### config.mk
export PLATFORM = sky130hd
export DESIGN_NAME = aes_key_sched_ctrl
export DESIGN_NICKNAME = d
export VERILOG_FILES = /design/src/rtl/aes_key_sched_ctrl.sv
export SDC_FILE = /design/constraint.sdc
export NUM_CORES = 2
export LEC_CHECK = 0
export CAP_MARGIN = 0
export CORE_MARGIN = 2
export CORE_UTILIZATION = 52
export CTS_BUF_LIST = sky130_fd_sc_hd__clkbuf_8
export CTS_CLUSTER_DIAMETER = 60
export DETAILED_ROUTE_END_ITERATION = 7
export GPL_TIMING_DRIVEN = 0
export HOLD_SLACK_MARGIN = 0.05
export PLACE_DENSITY = 0.76
export RECOVER_POWER = 25
export SLEW_MARGIN = 5
export SYNTH_ARGS = -nofsm -noshare
export SYNTH_HDL_FRONTEND = slang
export SYNTH_SLANG_ARGS = --single-unit
export TNS_END_PERCENT = 100
### constraint.sdc
create_clock -name clk -period 12.8 [get_ports clk]
set_input_delay 1.92 -clock clk [delete_from_list [all_inputs] [get_ports clk]]
set_output_delay 1.92 -clock clk [all_outputs]
set_load 0.01 [all_outputs]
### src/rtl/aes_key_sched_ctrl.sv
// Sequencer and round-key store for the iterative AES-128 key-expansion datapath.
// Paces the datapath's registered g-function (GF/CAP per round) and captures all NR+1 round keys.
module aes_key_sched_ctrl #(
    parameter int NR = 10,
    parameter int AW = 4
) (
    input  logic          clk,
    input  logic          reset,
    input  logic          start,
    input  logic [127:0]  key_in,
    output logic [127:0]  ks_key_inx,
    output logic [3:0]    ks_count,
    output logic          ks_first_round,
    input  logic [127:0]  ks_key_out,
    output logic          busy,
    output logic          done,
    output logic          keys_valid,
    input  logic [AW-1:0] rd_addr,
    output logic [127:0]  rd_data
);

    localparam logic [2:0] S_IDLE = 3'd0;
    localparam logic [2:0] S_LOAD = 3'd1;
    localparam logic [2:0] S_GF   = 3'd2;
    localparam logic [2:0] S_CAP  = 3'd3;
    localparam logic [2:0] S_DONE = 3'd4;

    logic [2:0]    state;
    logic [AW-1:0] r;
    logic [127:0]  cur_key;
    logic [127:0]  key_buf [0:NR];
    logic          in_round;
    logic          last_round;

    assign in_round   = (state == S_GF) || (state == S_CAP);
    assign last_round = (r == AW'(NR));

    // cur_key is held across GF and CAP, so the datapath sees a stable key for the whole round.
    assign ks_key_inx     = cur_key;
    assign ks_first_round = (state == S_LOAD);
    assign ks_count       = in_round ? 4'(r - AW'(1)) : 4'd0;
    assign busy           = (state == S_LOAD) || in_round;

    // start is a single-cycle request with no ready: it is taken only in IDLE or DONE,
    // and a pulse arriving in any other state is dropped, never queued.
    always_ff @(posedge clk) begin
        if (reset) begin
            state      <= S_IDLE;
            r          <= '0;
            cur_key    <= '0;
            done       <= 1'b0;
            keys_valid <= 1'b0;
        end else begin
            done <= 1'b0;
            case (state)
                S_IDLE, S_DONE: begin
                    if (start) begin
                        state      <= S_LOAD;
                        cur_key    <= key_in;
                        keys_valid <= 1'b0;
                    end
                end
                S_LOAD: begin
                    state <= S_GF;
                    r     <= AW'(1);
                end
                S_GF: begin
                    state <= S_CAP;
                end
                S_CAP: begin
                    cur_key <= ks_key_out;
                    if (last_round) begin
                        state      <= S_DONE;
                        done       <= 1'b1;
                        keys_valid <= 1'b1;
                    end else begin
                        state <= S_GF;
                        r     <= r + AW'(1);
                    end
                end
                default: begin
                    state <= S_IDLE;
                end
            endcase
        end
    end

    // Buffer contents are not reset; keys_valid masks them from the read port.
    always_ff @(posedge clk) begin
        if (!reset) begin
            if (state == S_LOAD) begin
                key_buf[0] <= ks_key_out;
            end else if (state == S_CAP) begin
                key_buf[r] <= ks_key_out;
            end
        end
    end

    always_ff @(posedge clk) begin
        if (reset) begin
            rd_data <= '0;
        end else if (keys_valid && (rd_addr <= AW'(NR))) begin
            rd_data <= key_buf[rd_addr];
        end else begin
            rd_data <= '0;
        end
    end

endmodule

Yosys cells after proc, flatten, opt, wreduce, memory -nomap -nowiden:

Memory sizes are Yosys's and may differ from the RTL's. A register that Yosys moved wholly into a read port is not among the register bits.
Cells that the tools add are included.

* logic and storage cells: 54
* bits in writable memories: 1408
* register bits: 137
* memories kept: 1

* add/subtract/negate cells: 2
* bitwise operators: 2
* order comparisons: 1
* multiplexer cells: 22
* equality and inequality tests: 8
* reduce and logical (&&, ||, !) cells: 13

Memories
* key_buf: words 11, bits a word 128, read ports 1, clocked after Yosys merged registers in 1, wr ports 1, RTL line 31 `logic [127:0] key_buf [0:NR];`

Operators by type and width (number)
* 2-to-1 mux 128 bit: 2
* one-hot mux 128 bit (2 select lines): 1
* OR reduction 128 bit: 1
* 2-to-1 mux 4 bit: 3
* one-hot mux 3 bit (4 select lines): 1
* 2-to-1 mux 1 bit: 11
* one-hot mux 4 bit (2 select lines): 1
* == test 3 x 2 -> 1 bit, second input constant: 2
* 2-to-1 mux 3 bit: 2
* inequality test 2 bit, second input constant: 3
* OR reduction 2 bit: 3
* adder 4 x 1 -> 4 bit, second input constant: 1
* == test 4 bit, second input constant: 1
* less-or-equal comparator 4 bit, second input constant: 1
* AND reduction 2 bit: 2
* nonzero test 2 bit: 2
* subtractor 4 x 1 -> 4 bit, second input constant: 1
* == test 3 x 1 -> 1 bit, second input constant: 1
* == test 3 bit, second input constant: 1
* logical NOT 3 bit: 1
* AND reduction 3 bit: 1
* logical OR 1 bit: 2
* inverter 1 bit: 2
* one-hot mux 1 bit (2 select lines): 1
* logical AND 1 bit: 1

Logic depth before layout (Yosys ltp):

* depth after elaboration: 7
* gate-level depth with buffers: 8

Least setup slack after synthesis:

OpenSTA, ideal clock, no wires.

* path type: input port to flip-flop
* from: in reset
* to: mem key_buf[0][0] (enable)
* required time: 11996 ps
* stages on the path: 4
* path buffers: 3
* arrival time: 11852 ps
* library setup time: 804 ps
* slack: 144 ps
* cells stage by stage: clkbuf_1 > clkbuf_1 > buf_1 > a211oi_1

* cells in the longest elaborated chain, start to end: 4
* elaborated cells between the ends (all ways): 7

RTL lines
* start, declared: RTL line 8 `input logic reset,`
* 2-to-1 mux 1 bit: RTL line 90 `if (!reset) begin`
* 2-to-1 mux 1 bit (not written as such): RTL line 94 `key_buf[r] <= ks_key_out;`
* OR reduction 128 bit (no source line)
* 2-to-1 mux 4 bit (no source line) or 2-to-1 mux 1 bit (tied branches)
* end, declared: RTL line 31

Parallel ways exist; a longest one is shown, timed or not.

Final worst setup path:

* from: reg r[0]
* to: out ks_count[1]

* cells in the longest elaborated chain, start to end: 2

RTL lines
* start, declared: RTL line 29 `logic [AW-1:0] r;`
* start signal, assigned: RTL line 78 `r <= r + AW'(1);`
* subtractor 4 x 1 -> 4 bit: RTL line 41 `assign ks_count = in_round ? 4'(r - AW'(1)) : 4'd0;`
* 2-to-1 mux 4 bit: RTL line 41
* end, declared: RTL line 12 `output logic [3:0] ks_count,`

Every way passes these cells.

==> impl_metrics.tcl <==
set metrics [dict create \
    status "finished, final reports clean" \
    clk_transition_reported_paths_ps 70 \
    synth.avg_cell_area_sq_um 18.4 \
    ys_async_sr_fraction 0 \
    clk_latency_ps 950 \
    numCtsBuffers 279 \
    cts.hold.buffers_added 0 \
    irDropWorstVdd_mv 0.0998 \
    cts_sinks 1673 \
    finalClockSkew_ps 73.6 \
    yosysTopAreaCell "edfxtp_1" \
    drv_slew 0 \
    wirelength_um 165000 \
    min_period_ps 5100 \
    antenna_found_initial 25 \
    num_vias 35600 \
    power_switching_uw 2420 \
    drc 0 \
    synth_edf_count 1408 \
    criticalPathCategory "reg -> out" \
    postLayoutCoreUtil 0.643 \
    critPathRequiredTime_ps 10880 \
    finalSetupViolations 0 \
    track_usage 0.270 \
    std_cell_rows 126 \
    start_util 0.524 \
    finalCritPeriodShare 0.399 \
    critPathCaptureType "output port" \
    grt_pass1_wl_um 237000 \
    overflow 0 \
    mappedNetlistArea_sq_mm 0.0619 \
    vias_per_cell 5.92 \
    port_buffers 523 \
    cts_buffer_depth 4 \
    synth_cell_type_count 40 \
    power_frac_comb 0.060 \
    cts_tree "yes" \
    cts.htree.levels 5 \
    wirelength_met1_um 65000 \
    place_congestion 0.777 \
    power_uw 10900 \
    rsz0062_at_grt "false" \
    powerDensity_mw_per_mm2 144 \
    cts_repair_resize_count 0 \
    netlist_top_cells_count "edfxtp_1 (1408), nand2_1 (382), dfxtp_1 (265)" \
    hold_violations 0 \
    final_cells 6012 \
    cp-startpoint "r[0]$_SDFFE_PP0P_" \
    leakagePower_uw 0.0256 \
    fp.dieArea_sq_mm 0.122 \
    cp_max_fo 10 \
    synth-main-ff-cell "edfxtp_1" \
    yosysTopAreaCellShare 0.683 \
    yosys-top-cells-area "edfxtp_1 (68%), mux4_2 (9.3%), dfxtp_1 (8.6%)" \
    wl_met3_um 16500 \
    worstHoldPathType "reg -> reg" \
    ios 527 \
    arrival_ps 3180 \
    p_seq_frac 0.550 \
    fp.coreArea_sq_mm 0.118 \
    placedCellCount 5522 \
    cts_root_buf "clkbuf_8" \
    max_freq_mhz 196 \
    multi_input_area_sq_mm 0.0133 \
    synth-seq-area-share 0.769 \
    cap_violations 0 \
    dp_hpwl_um 110000 \
    yosys_register_bits 1673 \
    wl_per_cell_um 27.5 \
    start_kind "flip-flop" \
    internal-power_uw 8470 \
    switching_share 0.222 \
    grt_pass1_vias 36300 \
    route.met2.wl_um 78300 \
    grt_max_degree 25 \
    drt_iter0_markers 4187 \
    first_pass_iters 5 \
    worst_pin_slew_ps 1090 \
    setup_tns_ps 0 \
    relSlewSlack 0.276 \
    layout-drive-gt1-share 0.174 \
    synthCells 3367 \
    cts_setup_buffers 0 \
    die_x_um 349 \
    area_growth_pct 22.5 \
    hp-start "ks_key_inx[76]$_SDFFE_PP0P_" \
    fin_nets 4533 \
    ys_warn_count 0 \
    clkPwrFrac 0.391 \
    n_fill_cell 7996 \
    synth_fp_nets 3633 \
    ant_nets 0 \
    seq_area_sq_mm 0.0476 \
    maxUsedRoutingLayer "met5" \
    r2r_start "state[1]$_SDFFE_PP0P_" \
    place_ws_ps 7240 \
    fin_ws_ps 7700 \
    die_h_um 349 \
    synth_most_common_cell "edfxtp_1" \
]
==> cell usage in the layout (no fill, tap or decap), types with 33 or more instances in the layout <==
cell             synthesis  layout
dlygate4sd3_1            0      85
clkbuf_1               123     119
clkdlybuf4s50_1          0     438
dfxtp_1                265     265
clkinv_1                 0      35
a311oi_1               125     125
mux4_2                 256     256
edfxtp_1              1408    1408
buf_12                   0      33
buf_2                   42      42
buf_6                   28      36
inv_1                    4     111
clkbuf_8                 0     297
o21ai_0                130     130
mux2i_1                128     128
nor2_1                 141     133
and2_1                 128     128
a221o_1                128     128
nand2_1                382     382
==> sequential cells by signal (all words and copies together) (netlist names) <==
register,count
rd_data,128
keys_valid,1
state,3
key_buf,1408
r,4
ks_key_inx,128
done,1
==> layer usage <==
metal  track usage  vias up
li1              -    15200
met5             0        -
met4         0.105       24
met1         0.358    18000
met3        0.0754      383
met2         0.426     1918
==> power by group through the flow <==
| stage | Sequential [uW] | Clock, uW | Combinational, uW |
|---|---|---|---|
| final | 5990 | 4260 | 651 |
| after global routing | 5990 | 4550 | 693 |
| after CTS | 5990 | 4320 | 658 |
| after detailed placement | 6100 | 0 | 656 |
| after global placement | 6110 | 0 | 632 |
| after floorplan | 6120 | 0 | 267 |
==> per-stage QoR <==
step | instance area (sq um) | hold WS, ps
finish | 75900 | 482
global route | 75800 | 492
detailed placement | 70900 | 470
global placement | 69100 | 456
floorplan | 61900 | 489
CTS | 75800 | 481
==> cells by family after synthesis <==
logic type	count (synthesis)	share of synthesized area
AND/OR/NAND/NOR	680	0.0479
flip-flops	1673	0.769
buffers and inverters	223	0.0181
XOR/XNOR	1	0.000141
AO/OA/AOI/OAI	403	0.0509
adder cells (fa/ha/maj)	3	0.000606
multiplexers	384	0.114
==> final timing paths <==
kind              slack (ps)  cells after the start                           to
setup reg to reg        8820                      9     key_buf[4][61]$_DFFE_PP_
setup / recovery        7700                      5                  ks_count[1]
hold / removal           480                      2  ks_key_inx[76]$_SDFFE_PP0P_
hold reg to reg          480                      2  ks_key_inx[76]$_SDFFE_PP0P_
==> area by class of cell <==
class                      count  share of cell area
sequential                  1673               0.627
buffer                       219              0.0146
clock buffer                 297              0.0539
multi-input combinational   1471               0.175
timing repair buffer         619              0.0915
inverter                       4            0.000198
antenna                       15            0.000495
clock inverter               178              0.0115
tap                         1536              0.0253
==> worst max-delay path, stage by stage, from the launching register on <==
cell and delay (ps):
dfxtp_1 350, clkbuf_1 400, inv_1 160, ha_1 340, nor2_1 370, clkdlybuf4s50_1 640
(Power assumes the default switching activity.)
